**config.mk**
```make
export PLATFORM = sky130hd
export DESIGN_NAME = data_mem_responder_flat
export DESIGN_NICKNAME = d
export VERILOG_FILES = /design/src/rtl/data_mem_responder_if.sv /design/src/rtl/data_mem_responder.sv /design/src/flat_wrapper.sv
export SDC_FILE = /design/constraint.sdc
export NUM_CORES = 2
export LEC_CHECK = 0
export ABC_AREA = 1
export BUFFER_PORTS_ARGS = -buffer_cell sky130_fd_sc_hd__buf_2
export CAP_MARGIN = 15
export CORE_MARGIN = 5
export CORE_UTILIZATION = 55
export CTS_BUF_LIST = sky130_fd_sc_hd__clkbuf_8
export CTS_CLUSTER_DIAMETER = 80
export DETAILED_ROUTE_END_ITERATION = 16
export PLACE_DENSITY_LB_ADDON = 0.15
export SYNTH_ARGS = -nofsm -noshare
export SYNTH_HDL_FRONTEND = slang
export SYNTH_SLANG_ARGS = --single-unit
```
**constraint.sdc**
```tcl
create_clock -name CLK -period 11.9 [get_ports CLK]
set_input_delay 2.38 -clock CLK [delete_from_list [all_inputs] [get_ports CLK]]
set_output_delay 2.38 -clock CLK [all_outputs]
set_load 0.01 [all_outputs]
```
**src/rtl/data_mem_responder_if.sv**
```systemverilog
// Request/response handshake bundle between the MEM stage and the data memory responder.
interface data_mem_responder_if;
    logic        req_valid;
    logic        req_ready;
    logic        req_write;
    logic [63:0] req_addr;
    logic [63:0] req_wdata;
    logic        rsp_valid;
    logic        rsp_ready;
    logic [63:0] rsp_rdata;
    logic        rsp_err;

    modport master (
        output req_valid, req_write, req_addr, req_wdata, rsp_ready,
        input  req_ready, rsp_valid, rsp_rdata, rsp_err
    );

    modport slave (
        input  req_valid, req_write, req_addr, req_wdata, rsp_ready,
        output req_ready, rsp_valid, rsp_rdata, rsp_err
    );
endinterface

```
**src/rtl/data_mem_responder.sv**
```systemverilog
// Fixed-latency doubleword data memory with IDLE/BUSY/RESP handshake FSM.
// Define DMEM_MISALIGN_ERR_EN to fault requests whose addr[2:0] is non-zero.
module data_mem_responder #(
    parameter int unsigned ADDR_BITS = 6,
    parameter int unsigned LATENCY   = 2
) (
    input logic                 CLK,
    input logic                 reset,
    data_mem_responder_if.slave bus
);
    typedef enum logic [1:0] {IDLE, BUSY, RESP} state_t;

    state_t                 state_q, state_d;
    logic [3:0]             cnt_q;
    logic                   cap_write_q;
    logic [ADDR_BITS-1:0]   cap_idx_q;
    logic [63:0]            cap_wdata_q;
    logic [63:0]            rdata_q;
    logic [63:0]            mem [0:(1<<ADDR_BITS)-1];
    logic                   accept;
    logic                   commit;
    logic                   misalign;
    logic                   unused_addr;

    assign accept      = (state_q == IDLE) && bus.req_valid;
    assign commit      = (state_q == BUSY) && (cnt_q == '0);
    assign unused_addr = ^{bus.req_addr[63:ADDR_BITS+3], bus.req_addr[2:0]};

`ifdef DMEM_MISALIGN_ERR_EN
    logic [2:0] cap_lo_q;
    logic       err_q;

    assign misalign    = (cap_lo_q != 3'd0);
    assign bus.rsp_err = err_q;

    always_ff @(posedge CLK) begin
        if (reset) begin
            cap_lo_q <= '0;
            err_q    <= 1'b0;
        end else begin
            if (accept)
                cap_lo_q <= bus.req_addr[2:0];
            if (commit)
                err_q <= misalign;
            else if ((state_q == RESP) && bus.rsp_ready)
                err_q <= 1'b0;
        end
    end
`else
    assign misalign    = 1'b0;
    assign bus.rsp_err = 1'b0;
`endif

    always_ff @(posedge CLK) begin
        if (reset)
            state_q <= IDLE;
        else
            state_q <= state_d;
    end

    always_comb begin
        state_d = state_q;
        case (state_q)
            IDLE:    if (bus.req_valid) state_d = BUSY;
            BUSY:    if (cnt_q == '0)   state_d = RESP;
            RESP:    if (bus.rsp_ready) state_d = IDLE;
            default: state_d = IDLE;
        endcase
    end

    always_ff @(posedge CLK) begin
        if (reset) begin
            cnt_q       <= '0;
            cap_write_q <= 1'b0;
            cap_idx_q   <= '0;
            cap_wdata_q <= '0;
            rdata_q     <= '0;
        end else begin
            if (accept) begin
                cnt_q       <= 4'(LATENCY - 1);
                cap_write_q <= bus.req_write;
                cap_idx_q   <= bus.req_addr[ADDR_BITS+2:3];
                cap_wdata_q <= bus.req_wdata;
            end else if ((state_q == BUSY) && (cnt_q != '0)) begin
                cnt_q <= cnt_q - 4'd1;
            end

            if (commit)
                rdata_q <= (cap_write_q || misalign) ? '0 : mem[cap_idx_q];
            else if ((state_q == RESP) && bus.rsp_ready)
                rdata_q <= '0;
        end
    end

    // No reset on the array; a reset on the commit edge must still suppress the store.
    always_ff @(posedge CLK) begin
        if (!reset && commit && cap_write_q && !misalign)
            mem[cap_idx_q] <= cap_wdata_q;
    end

    assign bus.req_ready = (state_q == IDLE);
    assign bus.rsp_valid = (state_q == RESP);
    assign bus.rsp_rdata = rdata_q;
endmodule
```
**src/flat_wrapper.sv**
```systemverilog
// flat-port wrapper written by rule: the top's interface ports become plain ports
module data_mem_responder_flat 
#(
    parameter int unsigned ADDR_BITS = 6,
    parameter int unsigned LATENCY   = 2
)
  (CLK, reset, bus_req_valid, bus_req_write, bus_req_addr, bus_req_wdata, bus_rsp_ready, bus_req_ready, bus_rsp_valid, bus_rsp_rdata, bus_rsp_err);
  data_mem_responder_if bus_i ();
  input logic CLK;
  input logic reset;
  input wire logic [$bits(bus_i.req_valid)-1:0] bus_req_valid;
  input wire logic [$bits(bus_i.req_write)-1:0] bus_req_write;
  input wire logic [$bits(bus_i.req_addr)-1:0] bus_req_addr;
  input wire logic [$bits(bus_i.req_wdata)-1:0] bus_req_wdata;
  input wire logic [$bits(bus_i.rsp_ready)-1:0] bus_rsp_ready;
  output wire logic [$bits(bus_i.req_ready)-1:0] bus_req_ready;
  output wire logic [$bits(bus_i.rsp_valid)-1:0] bus_rsp_valid;
  output wire logic [$bits(bus_i.rsp_rdata)-1:0] bus_rsp_rdata;
  output wire logic [$bits(bus_i.rsp_err)-1:0] bus_rsp_err;
  assign bus_i.req_valid = bus_req_valid;
  assign bus_i.req_write = bus_req_write;
  assign bus_i.req_addr = bus_req_addr;
  assign bus_i.req_wdata = bus_req_wdata;
  assign bus_i.rsp_ready = bus_rsp_ready;
  assign bus_req_ready = bus_i.req_ready;
  assign bus_rsp_valid = bus_i.rsp_valid;
  assign bus_rsp_rdata = bus_i.rsp_rdata;
  assign bus_rsp_err = bus_i.rsp_err;
  data_mem_responder #(.ADDR_BITS(ADDR_BITS), .LATENCY(LATENCY)) u_core (.CLK(CLK), .reset(reset), .bus(bus_i));
endmodule
```
# Word-level counts from Yosys, hierarchy flattened
# Memories as Yosys holds them, arrays and structs flattened. A register that Yosys moved wholly into a read port is not among the register bits.
# Cells that the tools add are included.
[totals] reg_bits=141 latch_bits=0 ramBits=4096 rom_bits=0 inputBits=133 out_inout_bits=67 wordCells=41 mem_count=1
[mem_list] memory="u_core.mem" words=64 width=64 read_ports=1 rd_ports_with_merged_regs=1 write_ports=1 line="data_mem_responder.sv:19" rtl="logic [63:0] mem [0:(1<<ADDR_BITS)-1];"
[classes] addsub=1 mul=0 div_mod_pow=0 magnitude_cmp=0 n_eq_ne=5 n_shift=0 muxes=13 n_bitwise=0 n_reduce_logical=14
[op_table] op="two-way mux 64 bit" count=3
[op_table] op="two-way mux 6 bit" count=2
[op_table] op="logical AND 1 bit" count=6
[op_table] op="two-way mux 2 bit" count=3
[op_table] op="case mux 2 bit (3 select lines)" count=1
[op_table] op="logical NOT 4 bit" count=1
[op_table] op="two-way mux 1 bit" count=4
[op_table] op="inequality test 2 bit (second input constant)" count=2
[op_table] op="nonzero test 2 bit" count=2
[op_table] op="nonzero test 4 bit" count=1
[op_table] op="subtractor 4 x 1 -> 4 bit (second input constant)" count=1
[op_table] op="AND reduction 3 bit" count=1
[op_table] op="equality test 2 x 1 -> 1 bit (second input constant)" count=1
[op_table] op="equality test 2 bit (second input constant)" count=1
[op_table] op="logical NOT 2 bit" count=1
[op_table] op="inequality test 2 x 1 -> 1 bit (second input constant)" count=1
[op_table] op="OR reduction 2 bit" count=1
[op_table] op="logical NOT 1 bit" count=1

# Logic depth before layout (Yosys ltp)
[depth] word_depth=6 mapped_depth=13 mapped_depth_nobuf=9

# Worst setup path before layout
# Ideal clock, no wire load.
[synth_timing] path_kind="input-to-reg" startpoint="input reset" endpoint="memory u_core.mem[0][0] (enable)" setup_time_ns=0.487 arrival_ns=5.860 required_time_ns=11.413 path_slack_ns=5.554 cell_stages=6 path_buffers=1 path_cell_list="clkbuf_1 -> clkinv_1 -> nand3_1 -> nor2_1 -> nand3_1 -> nor2_1"
[synth_via] elab_chain_cells=5
[synth_lines] item="start: declaration" line="flat_wrapper.sv:10" rtl="input logic reset;"
[synth_lines] item="logical NOT 1 bit" line="data_mem_responder.sv:97" rtl="if (!reset && commit && cap_write_q && !misalign)"
[synth_lines] item="logical AND 1 bit (2 in series)" line="data_mem_responder.sv:97"
[synth_lines] item="two-way mux 1 bit" line="data_mem_responder.sv:97"
[synth_lines] item="two-way mux 1 bit (not written as such)" line="data_mem_responder.sv:98" rtl="mem[cap_idx_q] <= cap_wdata_q;"
[synth_lines] item="end: declaration" line="data_mem_responder.sv:19"
# No other way between the ends.

# Final worst setup path
[layout_timing] startpoint="input reset" endpoint="memory u_core.mem[33][33] (enable)"
# Same word-level chain as after synthesis.

==> summary.txt <==
Timing
  – Smallest hold slack: 0.465 ns
  – Fin crit share: 51.6%
  – Worst-Margin Slew: 1.39 ns
  – Setup_tns: 0 ns
  – Setup Viol. Count Final: 0
  – Final Max Tran Viols: 0
  – Clock Skew: 0.0639 ns
  – Final number of hold-violating endpoints: 0
  – Tmin final: 6.14 ns
  – Max Clk Rate: about 0.16 GHz
  – RSZ-0062 raised after global routing: no
  – Worst Setup Slack, final: 5.76 ns
  – Slew margin rel.: under 10%

Run status
  – Status: finished, final reports clean

Synthesis
  – Post-Syn Area per Cell: 12.3 um2
  – Mapped Nets: 13908
  – Ys Warns: 0
  – Post-synthesis cell count: 13774
  – Post-synthesis instance area: 169000 um2
  – FF+latch count, synth: 4243
  – Seq/Total Area, Yosys: between 70 and 80%
  – Post-synthesis cell type count: 28

GRT
  – Number of global-route vias before repair: ~110k
  – First-pass GRT wire length: 730000 um
  – Largest net degree at the start of global routing: 241
  – GRT overflow: 0
  – GR Util All Layers: 31.1%
  – Initial antenna violation count: 25

Power
  – Overall Power: 31.4 mW
  – P_leak: 65.6 nW
  – Worst vdd ir: ~0.00012 V
  – PwrDens: around 170 nW/um2

Placed design
  – IO Port Bufs: 140
  – HPWL after DPL: ~250000 um
  – Placed Area: approximately 170000 um2
  – Placed insts: 17383
  – Final GP Congestion: 0.819
  – Worst slack, placed: 4.71 ns

CTS
  – Cts hold-fix bufs: 0
  – Clk root buf: clkbuf_8
  – CTS tree: done
  – Post-CTS Setup Bufs: 0
  – Worst-path clk slew: about 0.060 ns
  – Post-CTS Resized: 0
  – Clock Tree Buf Depth: 4
  – Total CTS buffers: 671
  – CTS H-Tree Depth: 6
  – Worst skew pair latency: 1.21 ns
  – Clock sink count: approximately 4200

Worst setup path
  – Worst Path Required: 12.68 ns
  – CP cell instances: buf_4, clkinv_2, nand3_1, nor2_1, nand3_1, nor2_4, buf_4
  – Worst Setup End Kind: register
  – Max FO, Critical Path: 73
  – Kind of critical path: input port to register
  – Setup crit start kind: input port
  – CP max stage cell: nor2_4
  – CP arrival: 6.92 ns
  – Crit path from: reset
  – CP peak stage delay: roughly 1.2 ns

Routing
  – Iter 0 DRT Violations: 16763
  – Final Routed Wirelength: slightly above 500000 um
  – Drt drc: 0
  – DR pass1 iterations: 7
  – Vias per Instance: ~6.1
  – WL/cell: about 27 um
  – Vias: 113717
  – Detail Route Antenna Nets: 0

Flow run
  – Max cap viols: 0

Floorplanning
  – Row count: 203
  – # IOs: 200
  – Die width: 565 um
  – Initial Util: a little under three fifths
  – Die Area: roughly 320000 um2
  – Core ar.: approximately 310000 um2
  – Die Y: 565 um

Cells and area
  – Area growth syn-to-layout: 9.26%
  – Final cell count without fillers: 18578
  – Share of layout cells above drive strength 1: 9.49%
  – Cell area after layout: around 180000 um2
  – Nets: 14098
  – Final core occ: 60.4%

Hold path
  – Min-delay src: u_core.bus.rsp_rdata[62]
  – Hold WC Path Type: register to register
[cells in the final DEF, fill, tap and decap left out, drive strengths merged, types with 4 or more instances in the layout]
cell type / count
clkinvlp: 4
inv: 315
o21ai: 71
nand2: 4166
edfxtp: 4096
clkbuf: 712
nand3: 4050
nor2: 202
diode: 7
a21oi: 75
bufinv: 6
clkinv: 166
dfxtp: 147
buf: 453
[worst max-delay path, delay by kind of cell]
| kind | cells | cell delay [ns] |
|---|---|---|
| AND/OR/NAND/NOR | 4 | 2.55 |
| buffers and inverters | 3 | 1.79 |
[power breakdown]
part           leakage (nW)  switching [mW]  internal [mW]
combinational          20.2            2.50          0.757
sequential             38.2          0.0568           16.6
clock                  7.24            5.79           5.70
[kinds of logic after synthesis]
logic type / share of synthesized area [%]
simple gates: 21.7
xor+xnor: 0.00518
buf+inv: 3.43
flops: 74.4
fa+ha+maj: 0.00739
compound gates: 0.443
other cells: 0.00222
[cell type report]
class	instances	area, um2
flip-flops and latches	4243	126000
fillers	23616	121000
multi-input cells	8572	38000
clock buffers	712	9800
well taps	4100	5130
repair buffers	453	3340
clock inverters	468	2500
inverters	23	146
diodes	7	17.5
[synthesized netlist by cell type (all sizes together)]
cell type  number  share of area, %
clkinv          1            0.0022
o31ai           1            0.0044
xor2            1            0.0052
conb            1            0.0022
nor3b           1            0.0044
edfxtp       4096                73
nand3        4050                12
nand2        4166               9.2
buf           777               3.0
clkbuf        159              0.35
nor3            1            0.0059
inv            22             0.050
o21ai          71              0.21
nor4            1            0.0037
ha              1            0.0074
nor2          202              0.45
a211oi          1            0.0044
dfxtp         147               1.7
a21oi          75              0.22
[final timing paths]
check / cells after the start / end / slack (ns)
max: 7 / u_core.mem[33][33] / 5.76
min: 2 / u_core.bus.rsp_rdata[62] / 0.46
max reg2reg: 12 / u_core.bus.rsp_rdata[7] / 6.66
min reg2reg: 2 / u_core.bus.rsp_rdata[62] / 0.46
[routing by layer]
layer,vias to the layer above,track usage [%],share of wire (%)
li1,49709,-,-
met1,55854,44.4,39
met2,7156,48.4,46
met3,996,6.29,12
met4,2,10.7,3.5
met5,-,0,0.0026
[sequential cells by signal, indices dropped and copies added (netlist names), named ones only]
| signal | flops |
|---|---|
| u_core.mem | 4096 |
| u_core.cap_wdata_q | 64 |
| u_core.cnt_q | 4 |
| u_core.state_q | 2 |
| u_core.bus.rsp_rdata | 64 |
| u_core.cap_write_q | 1 |
| u_core.cap_idx_q | 6 |
No activity file was read; power rests on OpenSTA's default activity.
